--- src/rtl/dip_pkg.sv ---
// Shared types for the DIP frame filter: frame layout and settle FSM states.
package dip_pkg;

    localparam int unsigned DIP_DATA_W = 16;
    localparam int unsigned DIP_SW_W   = 5;

    // Switch bits sit above the data word so {frame_sw, frame_data} maps directly.
    typedef struct packed {
        logic [DIP_SW_W-1:0]   sw;
        logic [DIP_DATA_W-1:0] data;
    } dip_frame_t;

    typedef enum logic [1:0] {
        EMPTY    = 2'd0,
        SETTLING = 2'd1,
        LOCKED   = 2'd2
    } dip_state_t;

endpackage

--- src/rtl/dip_frame_watchdog.sv ---
// Stall detector for the DIP reader: counts cycles since the last frame event
// and raises stale once TIMEOUT_CYCLES elapse without one.
module dip_frame_watchdog #(
    parameter int unsigned TIMEOUT_CYCLES = 64
) (
    input  logic clk,
    input  logic rst,
    input  logic event_i,
    output logic stale_o
);

    localparam int unsigned CW = $clog2(TIMEOUT_CYCLES + 1);
    localparam logic [CW-1:0] LIMIT = CW'(TIMEOUT_CYCLES);

    logic [CW-1:0] cnt_q, cnt_d;
    logic          stale_q, stale_d;

    // Next-state: an event always wins over saturation in the same cycle.
    always_comb begin
        cnt_d   = cnt_q;
        stale_d = stale_q;
        if (event_i) begin
            cnt_d   = '0;
            stale_d = 1'b0;
        end else if (cnt_q != LIMIT) begin
            cnt_d = cnt_q + 1'b1;
            if (cnt_d == LIMIT) begin
                stale_d = 1'b1;
            end
        end
    end

    // Counter and flag registers.
    always_ff @(posedge clk or posedge rst) begin
        if (rst) begin
            cnt_q   <= '0;
            stale_q <= 1'b0;
        end else begin
            cnt_q   <= cnt_d;
            stale_q <= stale_d;
        end
    end

    assign stale_o = stale_q;

endmodule

--- src/rtl/dip_frame_filter.sv ---
// Debounces frames from the DIP serial reader: a value is committed only after
// STABLE_FRAMES consecutive identical frames. Optional watchdog is built when
// DIP_FILTER_WATCHDOG_EN is defined; otherwise stale is tied low.
module dip_frame_filter
    import dip_pkg::*;
#(
    parameter int unsigned STABLE_FRAMES  = 3,
    parameter int unsigned TIMEOUT_CYCLES = 64
) (
    input  logic                  clk,
    input  logic                  rst,
    input  logic [DIP_DATA_W-1:0] frame_data,
    input  logic [DIP_SW_W-1:0]   frame_sw,
    input  logic                  frame_latch,
    output logic [DIP_DATA_W-1:0] out_data,
    output logic [DIP_SW_W-1:0]   out_sw,
    output logic                  out_valid,
    output logic                  out_changed,
    output logic                  have_value,
    output logic                  stale
);

    localparam int unsigned CNT_W = $clog2(STABLE_FRAMES + 1);
    localparam logic [CNT_W-1:0] CNT_ONE    = CNT_W'(1);
    localparam logic [CNT_W-1:0] CNT_STABLE = CNT_W'(STABLE_FRAMES);
    localparam bit SINGLE = (STABLE_FRAMES == 1);

    logic          latch_q;
    logic          frame_ev;
    dip_frame_t    frame_in;

    dip_state_t    state_q, state_d;
    dip_frame_t    cand_q, cand_d;
    logic [CNT_W-1:0] cnt_q, cnt_d;
    dip_frame_t    out_q, out_d;
    logic          valid_q, valid_d;
    logic          changed_q, changed_d;
    logic          have_q, have_d;
    logic          commit;

    assign frame_ev = latch_q & ~frame_latch;
    assign frame_in = {frame_sw, frame_data};

    // Falling-edge detector on the reader latch; idles high.
    always_ff @(posedge clk or posedge rst) begin
        if (rst) begin
            latch_q <= 1'b1;
        end else begin
            latch_q <= frame_latch;
        end
    end

    // Settle FSM next-state and commit decision. A commit always takes the
    // incoming frame, which equals the candidate whenever a commit happens.
    always_comb begin
        state_d   = state_q;
        cand_d    = cand_q;
        cnt_d     = cnt_q;
        commit    = 1'b0;
        if (frame_ev) begin
            case (state_q)
                EMPTY, LOCKED: begin
                    if (state_q == EMPTY || frame_in != out_q) begin
                        cand_d = frame_in;
                        cnt_d  = CNT_ONE;
                        if (SINGLE) begin
                            commit  = 1'b1;
                            state_d = LOCKED;
                        end else begin
                            state_d = SETTLING;
                        end
                    end
                end
                SETTLING: begin
                    if (frame_in == cand_q) begin
                        cnt_d = cnt_q + 1'b1;
                        if (cnt_d == CNT_STABLE) begin
                            commit  = 1'b1;
                            state_d = LOCKED;
                        end
                    end else begin
                        cand_d = frame_in;
                        cnt_d  = CNT_ONE;
                    end
                end
                default: state_d = EMPTY;
            endcase
        end
    end

    // Output next-state: committed value, pulses and have_value.
    always_comb begin
        out_d     = commit ? frame_in : out_q;
        valid_d   = commit;
        changed_d = commit && (!have_q || frame_in != out_q);
        have_d    = have_q | commit;
    end

    // State, candidate and output registers.
    always_ff @(posedge clk or posedge rst) begin
        if (rst) begin
            state_q   <= EMPTY;
            cand_q    <= '0;
            cnt_q     <= '0;
            out_q     <= '0;
            valid_q   <= 1'b0;
            changed_q <= 1'b0;
            have_q    <= 1'b0;
        end else begin
            state_q   <= state_d;
            cand_q    <= cand_d;
            cnt_q     <= cnt_d;
            out_q     <= out_d;
            valid_q   <= valid_d;
            changed_q <= changed_d;
            have_q    <= have_d;
        end
    end

    assign out_data    = out_q.data;
    assign out_sw      = out_q.sw;
    assign out_valid   = valid_q;
    assign out_changed = changed_q;
    assign have_value  = have_q;

`ifdef DIP_FILTER_WATCHDOG_EN
    dip_frame_watchdog #(
        .TIMEOUT_CYCLES(TIMEOUT_CYCLES)
    ) u_watchdog (
        .clk     (clk),
        .rst     (rst),
        .event_i (frame_ev),
        .stale_o (stale)
    );
`else
    // Timeout is meaningless without the watchdog; consumed here only to keep
    // the parameter interface identical between builds.
    logic unused_timeout;
    assign unused_timeout = ^TIMEOUT_CYCLES;
    assign stale = 1'b0;
`endif

endmodule

--- config.mk ---
export PLATFORM = sky130hd
export DESIGN_NAME = dip_frame_filter
export DESIGN_NICKNAME = d
export VERILOG_FILES = /design/src/rtl/dip_pkg.sv /design/src/rtl/dip_frame_watchdog.sv /design/src/rtl/dip_frame_filter.sv
export SDC_FILE = /design/constraint.sdc
export NUM_CORES = 1
export LEC_CHECK = 0
export ABC_AREA = 1
export ABC_CLOCK_PERIOD_IN_PS = 4900
export CAP_MARGIN = 20
export CORE_ASPECT_RATIO = 0.7
export CORE_MARGIN = 3
export CORE_UTILIZATION = 40
export DETAILED_ROUTE_END_ITERATION = 8
export DONT_BUFFER_PORTS = 1
export PLACE_DENSITY = 0.52
export SYNTH_ARGS = -nofsm -noshare
export SYNTH_HDL_FRONTEND = slang
export SYNTH_SLANG_ARGS = --single-unit
--- constraint.sdc ---
create_clock -name clk -period 4.9 [get_ports clk]
set_input_delay 0.49 -clock clk [delete_from_list [all_inputs] [get_ports clk]]
set_output_delay 0.49 -clock clk [all_outputs]
set_load 0.03 [all_outputs]
Word-level counts from Yosys, hierarchy flattened. Index checks and enable logic that the tools add are counted.

Register bits: 50. Bits in latches: 0. RAM bits: 0. Bits in read-only memories: 0. Input port bits: 24. Output and inout bits: 25. Logic and storage cells: 46. Memories kept: 0.

Add/sub/neg operators: 1. Multipliers: 0. Div/mod/pow operators: 0. Order comparisons: 0. Equal/unequal tests: 9. Shift-type cells: 0. Muxes and demuxes: 13. Bitwise gates (word level): 3. Reduce and logical (&&, ||, !) cells: 10.

Operators with widths (number): 21-bit 2-to-1 mux (2); 21-bit case mux with 2 select lines (1); 21-bit equality test (1); 21-bit != test (1); 2-bit 2-to-1 mux (4); 2-bit != test (second input constant) (4); 2-bit case mux with 2 select lines (2); 4-bit AND reduction (2); 2-bit equality test (second input constant) (2); 1-bit 2-to-1 mux (4); 3-bit AND reduction (1); 2-bit by 1-bit adder with 2-bit output (second input constant) (1); 2-bit by 1-bit equality test with 1-bit output (second input constant) (1); 2-bit zero test (1); 1-bit logical OR (2); 2-bit nonzero test (1); 2-bit OR reduction (1); 1-bit AND (1); 1-bit logical AND (1); 1-bit zero test (1); 1-bit inverter (1); 1-bit bitwise OR (1).

Longest topological paths before layout. Gate-level depths: netlist (run 1).

Depth in word-level cells: 7. Depth in mapped cells: 13. Mapped depth without buffers: 12.

Least setup slack after synthesis (run 1). OpenSTA, ideal clock, no wires.

Path type: flip-flop to flip-flop. From: register out_q (netlist bit out_data[9]). To: register cand_q[10] in the netlist's numbering. Library setup time: 0.116 ns. Arrival: 1.526 ns. Data required time: 4.784 ns. Setup slack: 3.257 ns. Cell stages (with the launch flop): 13. Path buffers: 1. Period minus slack after synthesis: 1.643 ns. Cell sequence: dfrtp_1 inv_1 nand2_1 nand2_1 nor2_1 nand2_1 nor2_1 nand3_1 nor2_1 nor2_2 buf_2 nand3_1 nand2_1.

Word-level cells in the longest chain between the ends: 4.

RTL lines: start, declared (line dip_frame_filter.sv:35) `dip_frame_t out_q, out_d;`; start signal, assigned (line dip_frame_filter.sv:113) `out_q <= out_d;`; 21-bit != test (line dip_frame_filter.sv:63) `if (state_q == EMPTY || frame_in != out_q) begin`; 1-bit logical OR (line dip_frame_filter.sv:63); 2-bit != test (no source line); 4-bit AND reduction (no source line); end signal, assigned (line dip_frame_filter.sv:111) `cand_q <= cand_d;`; end, declared (line dip_frame_filter.sv:33) `dip_frame_t cand_q, cand_d;`.

No other way between the ends. A chain may end at the register's enable or synchronous reset.

Worst setup path in the final report (run 1).
From: register out_q (netlist bit out_data[9]). To: register cand_q[17] in the netlist's numbering.

The elaborated chain is that of the path after synthesis.

==> results.json, run 1 <==
{
  "synth-xor-area-share_pct": 5.05,
  "vias": 2148,
  "dp_worst_setup_slack_ns": 2.14,
  "worst_path_most_repeated_cell": "nand2_1",
  "globalRouteOverflowTotal": 0,
  "postCtsSetupBuffers": 0,
  "cts_tree": "done",
  "yosys.area.top_type": "dfrtp_1",
  "tns_ns": 0,
  "synth.avg_cell_area_um2": 7.19,
  "worst_slew_pin_slew_ns": 0.954,
  "status": "completed",
  "cp_slowest_cell": "nor2_2",
  "setup_violations": 0,
  "hold_path.class": "input port to asynchronous set/reset pin",
  "grt_pass1_wl_um": 9850,
  "cp_cell_sequence": "inv_1, nand2_1, nand2_1, nor2_1, nand2_1, nor2_1, nand3_1, nor2_1, nor2_2, nand2_2, nand2_1, nand2_1",
  "yosysSeqAreaShare_pct": 45.1,
  "critPathRequiredTime_ns": 5.10,
  "crit_type": "register to register",
  "drv_cap": 0,
  "cts_root_buffer": "clkbuf_8",
  "synth_top_family_by_area": "simple AND/OR/NAND/NOR gates",
  "clk_pin_slew_ns": 0.10,
  "drc": 0,
  "synthAdderAreaFrac_pct": 0.451,
  "async_flop_share_pct": 100,
  "yosysMostFrequentCell": "nand2_1",
  "dp_hpwl_um": 4300,
  "synth_edf_count": 0,
  "area_growth_pct": 4.51,
  "place.gp.congestion": 0.814,
  "antenna_found_initial": 0,
  "crit_path_start_kind": "register",
  "clock-sinks": 50,
  "grt_start_max_net_pins": 34,
  "cts_max_level": 2,
  "power.leakage_nw": 1.62,
  "grt_pass1_vias": 1971,
  "worst_setup_path_end_kind": "register",
  "yosysWarnings": 0,
  "path_buf_inv": 1,
  "p_per_area_nw_per_um2": 280,
  "path_max_fanout": 23,
  "hold_violations": 0,
  "drive_above_1_share_pct": 8.83,
  "worstPathArrival_ns": 2.94,
  "wl_per_cell_um": 12.5,
  "synth_compound_area_share_pct": 4.51,
  "synth_cells": 386,
  "io_buffers": 0,
  "cts_buffer_depth": 2,
  "initialDrtViolationCount": 126,
  "period_share_pct": 56.0,
  "yosysTopAreaCellShare_pct": 44.2,
  "grt_usage_pct": 15.7,
  "diodes": 0,
  "synth_area_um2": 2780,
  "synth_nets": 411,
  "synth.top_cells.by_count": "163 x nand2_1, 49 x dfrtp_1, 45 x inv_1",
  "fin_nets": 409,
  "die_area_um2": 7990,
  "rsz0062_at_grt": "false",
  "ant_nets": 0,
  "slew_headroom_pct": 36.3,
  "setup_ws_ns": 2.16,
  "firstDrtPassIters": 4,
  "slowest_delay_ns": 0.72,
  "die_y_um": 75.7,
  "fin_skew_ns": 0.00517,
  "cts_buffers": 5,
  "cts-resized-gates": 0,
  "slew_violations": 0,
  "cts_hold_buf": 0,
  "dieWidth_um": 106,
  "synthTopCellsByArea": "dfrtp_1 44%, nand2_1 22%, inv_1 6.1%, nand3_1 4.7%, nor2_1 4.1%",
  "ys_seq_elements": 50,
  "fmax_mhz": 364,
  "coreArea_um2": 6460,
  "synthSimpleGateAreaFrac_pct": 33.5,
  "rows": 24,
  "cp_top_family": "simple AND/OR/NAND/NOR gates",
  "clkLatencyLatePin_ns": 0.30,
  "vias_per_cell": 4.51,
  "synth_flop_cell": "dfrtp_1",
  "ys_types": 24,
  "floorplan.initialDensity_pct": 43.0,
  "peakVddDrop_v": 0.000112,
  "synth_mux_area_share_pct": 0,
  "finalCriticalPeriod_ns": 2.74,
  "wl_um": 5940,
  "io_pins": 49
}
## cells in the final DEF (no fill, tap or decap), types with 5 or more instances in the layout
cell | synthesis | layout
nand2_1 | 163 | 163
dfrtp_1 | 49 | 49
inv_1 | 45 | 44
nor2_1 | 30 | 30
nand3_1 | 26 | 26
o21ai_0 | 13 | 13
inv_2 | 10 | 11
xor2_1 | 9 | 9
xnor2_1 | 7 | 7
clkbuf_8 | 0 | 6
nor2_2 | 5 | 5
## layout make-up
class / count / area (µm²)
fillers: 660 / 3560
flip-flops and latches: 50 / 1250
multi-input cells: 269 / 1210
inverters: 56 / 215
well taps: 91 / 114
clock buffers: 7 / 86.3
repair buffers: 2 / 15.0
clock inverters: 1 / 5.00
## flip-flops by register name, indices dropped and copies added, names as in the netlist, 2 cells and up
name and flops:
cand_q 21, state_q 2, out_sw 5, cnt_q 2
out_data 16
## power by group
group / total [mW] / internal, mW / switching (mW)
Combinational: 0.0965 / 0.0392 / 0.0573
Sequential: 0.456 / 0.439 / 0.0178
Clock: 0.258 / 0.114 / 0.143
## metrics by stage
step	area (µm²)	util (%)	power [mW]	cells	hold WS, ns
finish	2900	44.9	0.811	476	0.0371
global route	2900	44.9	0.852	476	0.0608
CTS	2900	44.9	0.821	476	0.0396
detailed placement	2810	43.5	0.563	468	0.377
global placement	2810	43.5	0.563	468	0.371
floorplan	2780	-	0.545	386	0.457
## kinds of logic (layout without fill, tap and decap cells)
kind of cell,count (synthesis),after routing
AND/OR/NAND/NOR,229,229
flip-flops,50,50
other,1,1
XOR/XNOR,16,16
buffers and inverters,67,66
AO/OA/AOI/OAI,22,22
adder cells (fa/ha/maj),1,1
## path summary, 6_finish.rpt
path	start	end	slack [ns]	cells past startpoint
worst min register to register	cand_q[3]	cand_q[3]	0.50	2
max in group asynchronous	rst	out_data[4]	4.08	2
worst max register to register	out_data[9]	cand_q[17]	2.16	12
min in group clk	frame_latch	latch_q	0.18	0
worst min-delay path	rst	have_value	0.04	1
worst max-delay path	out_data[9]	cand_q[17]	2.16	12
## per-layer routing
| layer | part of all wire [%] | track usage, % | up-vias |
|---|---|---|---|
| met2 | 42 | 24.0 | 55 |
| met1 | 51 | 22.2 | 944 |
| li1 | - | - | 1145 |
| met5 | 0 | 0 | - |
| met3 | 6.2 | 4.23 | 4 |
| met4 | 0.74 | 4.31 | 0 |
(Power assumes the default switching activity.)
==> inputs of run 2 (changes only) <==
Settings changed: ABC_CLOCK_PERIOD_IN_PS 4900 to 2700.
Clock period 4.9 ns to 2.7 ns, I/O delays scaled along.
==> results.json, run 2 (same netlist as run 1, synthesis figures left out) <==
{
  "rows": 24,
  "slowest_delay_ns": 0.51,
  "hold_path.class": "input port to register",
  "final_cell_mix": "163 x nand2_1, 49 x dfrtp_1, 44 x inv_1",
  "drive_above_1_share_pct": 9.46,
  "largest_reg_flops": 21,
  "area_growth_pct": 7.21,
  "vias_per_cell": 4.50,
  "wl_um": 6090,
  "worstPathArrival_ns": 2.43,
  "critPathRequiredTime_ns": 2.90,
  "slew_violations": 0,
  "hold_ws_ns": 0.0724,
  "floorplan.initialDensity_pct": 43.0,
  "cts_tree": "done",
  "p_per_area_nw_per_um2": 520,
  "slew_headroom_pct": 61.5,
  "fin_skew_ns": 0.00477,
  "dp_hpwl_um": 4380,
  "clock-sinks": 50,
  "crit_path_start_kind": "register",
  "io_pins": 49,
  "fin_nets": 415,
  "fmax_mhz": 449,
  "grt_pass1_vias": 2104,
  "antenna_found_initial": 0,
  "critPathLaunch": "out_data[9]",
  "fillerInstances": 650,
  "worst_setup_path_end_kind": "register",
  "cts_buffer_depth": 2,
  "clk_pin_slew_ns": 0.09,
  "hold_start": "frame_sw[1]",
  "place.gp.congestion": 0.817,
  "globalRouteOverflowTotal": 0,
  "rsz0062_at_grt": "false",
  "peakVddDrop_v": 0.000197,
  "clkLatencyLatePin_ns": 0.31,
  "cts_max_level": 2,
  "setup_violations": 0,
  "hold_violations": 0,
  "period_share_pct": 82.4,
  "path_buf_inv": 1,
  "coreArea_um2": 6460,
  "worst_path_most_repeated_cell": "nand2_1",
  "ant_nets": 0,
  "drc": 0,
  "grt_pass1_wl_um": 10400,
  "diodes": 0,
  "status": "completed",
  "cp_cell_sequence": "inv_1, nand2_1, nand2_1, nor2_1, nand2_1, nor2_1, nand3_1, nor2_1, nor2_4, nand2_4, nand2_1, nand2_1",
  "worst_slew_pin_slew_ns": 0.576,
  "cp-endpoint": "cand_q[17]",
  "die_y_um": 75.7,
  "multiInputGateArea_um2": 1220,
  "reg2reg_to": "cand_q[17]",
  "worstReg2RegStart": "out_data[9]",
  "path_max_fanout": 23,
  "drv_cap": 0,
  "cts_root_buffer": "clkbuf_8",
  "cp_slowest_cell": "dfrtp_1",
  "vias": 2169,
  "top_register": "cand_q",
  "ff_latch_area_um2": 1250,
  "cp_top_family": "simple AND/OR/NAND/NOR gates",
  "postCtsSetupBuffers": 0,
  "cts_buffers": 5,
  "finalCriticalPeriod_ns": 2.23,
  "dieWidth_um": 106,
  "tns_ns": 0,
  "final_common_cell": "nand2_1",
  "reg2reg_depth": 12,
  "cp_num_cells": 12,
  "grt_usage_pct": 16.9,
  "initialDrtViolationCount": 100,
  "crit_type": "register to register",
  "power.leakage_nw": 1.66,
  "wl_per_cell_um": 12.6,
  "firstDrtPassIters": 4,
  "grt_start_max_net_pins": 27,
  "die_area_um2": 7990,
  "io_buffers": 0,
  "rrSetupSlack_ns": 0.47
}
## run 2: cell count changes in the layout (fill, tap and decap cells not counted), sizes merged
cell / previous run / this run
buf: 2 / 6
bufinv: 0 / 1
clkinv: 1 / 0
dlygate4sd3: 0 / 2
## run 2: where the power goes
| part | internal, mW | switching, mW |
|---|---|---|
| combinational | 0.0744 | 0.106 |
| clock | 0.278 | 0.258 |
| sequential | 0.796 | 0.0341 |
## run 2: final cells by class
type                    instances  area share [%]
clock buffers                   7            2.57
repair buffers                  8            2.19
inverters                      56            7.23
multi-input cells             269            41.1
flip-flops and latches         50            42.1
well taps                      91            3.83
clock inverters                 1            1.01
## run 2: through the flow
step / instances / instance area, µm² / setup slack [ns] / power (mW) / util [%]
finish: 482 / 2980 / 0.475 / 1.55 / 46.1
global route: 482 / 2980 / 0.172 / 1.63 / 46.1
CTS: 482 / 2970 / 0.305 / 1.57 / 46.0
detailed placement: 472 / 2840 / -0.0664 / 1.03 / 44.0
global placement: 472 / 2840 / -0.0434 / 1.02 / 44.0
floorplan: 386 / 2780 / 1.06 / 0.990 / -
## run 2: worst register-to-register path, cell delays in order (launching register included)
cell	delay, ns
dfrtp_1	0.51
inv_1	0.14
nand2_1	0.06
nand2_1	0.09
nor2_1	0.07
nand2_1	0.06
nor2_1	0.05
nand3_1	0.11
nor2_1	0.09
nor2_4	0.45
nand2_4	0.29
nand2_1	0.13
nand2_1	0.06
## run 2: how the worst min path moves through the flow
| stage | endpoint | cells past startpoint |
|---|---|---|
| after floorplan | latch_q | 0 |
| after global placement | out_valid | 1 |
| after detailed placement | out_valid | 1 |
| after CTS | out_data[15] | 2 |
| after global routing | out_data[2] | 2 |
| final | out_sw[1] | 2 |
## run 2: timing repair
item	CTS	global route
endpoints found under the hold margin	24	0
setup endpoints to repair	21	1
hold buffers	2	0
resized for setup	1	1
pin swaps	0	0
## run 2: routing by layer
layer | share of wire, % | GRT usage (%) | up-vias | routed length [µm]
met1 | 52 | 24.2 | 952 | 3160
met5 | 0 | 0 | - | 0
met4 | 1.2 | 5.17 | 0 | 72
met3 | 7.3 | 4.74 | 8 | 446
li1 | - | - | 1162 | -
met2 | 40 | 25.2 | 47 | 2410
==> inputs of run 3 (changes only) <==
Settings changed: ABC_CLOCK_PERIOD_IN_PS 2700 to 2300.
Clock period 2.7 ns to 2.3 ns, I/O delays scaled along.
==> results.json, run 3 (same netlist as run 1, synthesis figures left out) <==
{
  "wl_per_cell_um": 12.4,
  "rsz0062_at_grt": "false",
  "worst_path_most_repeated_cell": "nand2_1",
  "final_cells": 505,
  "reg2reg_to": "cand_q[15]",
  "period_share_pct": 83.9,
  "top_register": "cand_q",
  "final_common_cell": "nand2_1",
  "p_per_area_nw_per_um2": 553,
  "firstDrtPassIters": 4,
  "cts_max_level": 2,
  "fin_skew_ns": 0.00213,
  "final_cell_mix": "163 x nand2_1, 49 x dfrtp_1, 44 x inv_1",
  "rows": 24,
  "place.gp.congestion": 0.866,
  "fmax_mhz": 518,
  "floorplan.initialDensity_pct": 43.0,
  "dp_hpwl_um": 4640,
  "worst_setup_path_end_kind": "register",
  "grt_start_max_net_pins": 28,
  "worstReg2RegStart": "out_data[9]",
  "cts_tree": "done",
  "cts_root_buffer": "clkbuf_8",
  "clkLatencyLatePin_ns": 0.30,
  "drv_cap": 0,
  "area_growth_pct": 13.4,
  "peakVddDrop_v": 0.000269,
  "cp_cell_sequence": "inv_1, nand2_1, nand2_1, nor2_1, nand2_1, nor2_1, nand3_1, nor2_1, nor2_2, nand2_2, buf_4, nand2_1, nand2_1",
  "crit_path_start_kind": "register",
  "slew_violations": 0,
  "slowest_delay_ns": 0.42,
  "grt_usage_pct": 16.5,
  "vias_per_cell": 4.55,
  "clk_pin_slew_ns": 0.09,
  "io_buffers": 0,
  "antenna_found_initial": 0,
  "initialDrtViolationCount": 163,
  "critPathLaunch": "out_data[9]",
  "io_pins": 49,
  "postCtsSetupBuffers": 0,
  "reg2reg_depth": 13,
  "die_area_um2": 7990,
  "cts_buffer_depth": 2,
  "slew_headroom_pct": 62.8,
  "drc": 0,
  "power.leakage_nw": 1.76,
  "grt_pass1_vias": 1988,
  "rrSetupSlack_ns": 0.37,
  "diodes": 0,
  "grt_pass1_wl_um": 10300,
  "fin_nets": 438,
  "drive_above_1_share_pct": 14.7,
  "cts_buffers": 5,
  "clock-sinks": 50,
  "finalCriticalPeriod_ns": 1.93,
  "critPathRequiredTime_ns": 2.50,
  "dieWidth_um": 106,
  "coreArea_um2": 6460,
  "wl_um": 6270,
  "setup_violations": 0,
  "ant_nets": 0,
  "crit_type": "register to register",
  "die_y_um": 75.7,
  "path_max_fanout": 13,
  "worst_slew_pin_slew_ns": 0.558,
  "globalRouteOverflowTotal": 0,
  "vias": 2296,
  "cp-endpoint": "cand_q[15]",
  "worstPathArrival_ns": 2.13,
  "largest_reg_flops": 21,
  "cp_slowest_cell": "dfrtp_1",
  "tns_ns": 0,
  "hold_path.class": "input port to register",
  "status": "completed",
  "placed_cells": 495,
  "hold_violations": 0
}
[run 3: what timing repair did]
item	CTS	global route
gates resized for setup	0	0
endpoints found under the hold margin	24	0
hold buffers	2	0
setup endpoints to repair	0	0
[run 3: power by group]
part | internal [mW] | switching (mW) | leakage, nW
Sequential | 0.935 | 0.0391 | 0.559
Combinational | 0.0918 | 0.126 | 1.15
Clock | 0.244 | 0.305 | 0.0482
Total | 1.27 | 0.471 | 1.76
[run 3: worst max-delay path, delay by kind of cell, from the launching register on]
family,cells,cell delay [ns]
buffers and inverters,2,0.30
DFF,1,0.42
and+or+nand+nor,11,1.10
[run 3: routing by layer]
layer / track usage (%) / part of all wire [%] / vias up / wire length [µm]
li1: - / - / 1209 / -
met1: 26.5 / 55 / 1032 / 3440
met2: 22.0 / 39 / 49 / 2440
met3: 4.15 / 5.5 / 6 / 347
met4: 3.45 / 0.70 / 0 / 44
met5: 0 / 0 / - / 0
[run 3: how the worst min path moves through the flow]
stage                      from         to  slack (ns)  cells after the start
floorplan           frame_latch    latch_q        0.23                      0
global placement            rst  out_sw[4]        0.20                      1
detailed placement          rst  out_sw[4]        0.21                      1
CTS                 frame_sw[1]  out_sw[1]        0.03                      2
global route        frame_sw[0]  out_sw[0]        0.03                      2
finish              frame_sw[1]  out_sw[1]        0.04                      2
[run 3: layout make-up]
type / instances / area, µm²
Clock buffer: 7 / 86.3
Multi-Input combinational cell: 269 / 1210
Tap cell: 91 / 114
Sequential cell: 50 / 1250
Timing Repair Buffer: 31 / 263
Fill cell: 647 / 3310
Inverter: 56 / 215
Clock inverter: 1 / 5.00
[run 3: per-stage QoR]
stage | util (%) | instance area [µm²] | setup slack, ns | power [mW] | hold WS (ns)
global placement | 47.0 | 3040 | 0.423 | 1.21 | 0.204
global route | 48.8 | 3150 | 0.0978 | 1.84 | 0.0336
CTS | 48.8 | 3150 | 0.356 | 1.76 | 0.0295
floorplan | - | 2780 | 0.657 | 1.16 | 0.234
detailed placement | 47.0 | 3040 | 0.370 | 1.21 | 0.208
finish | 48.8 | 3150 | 0.369 | 1.74 | 0.0400
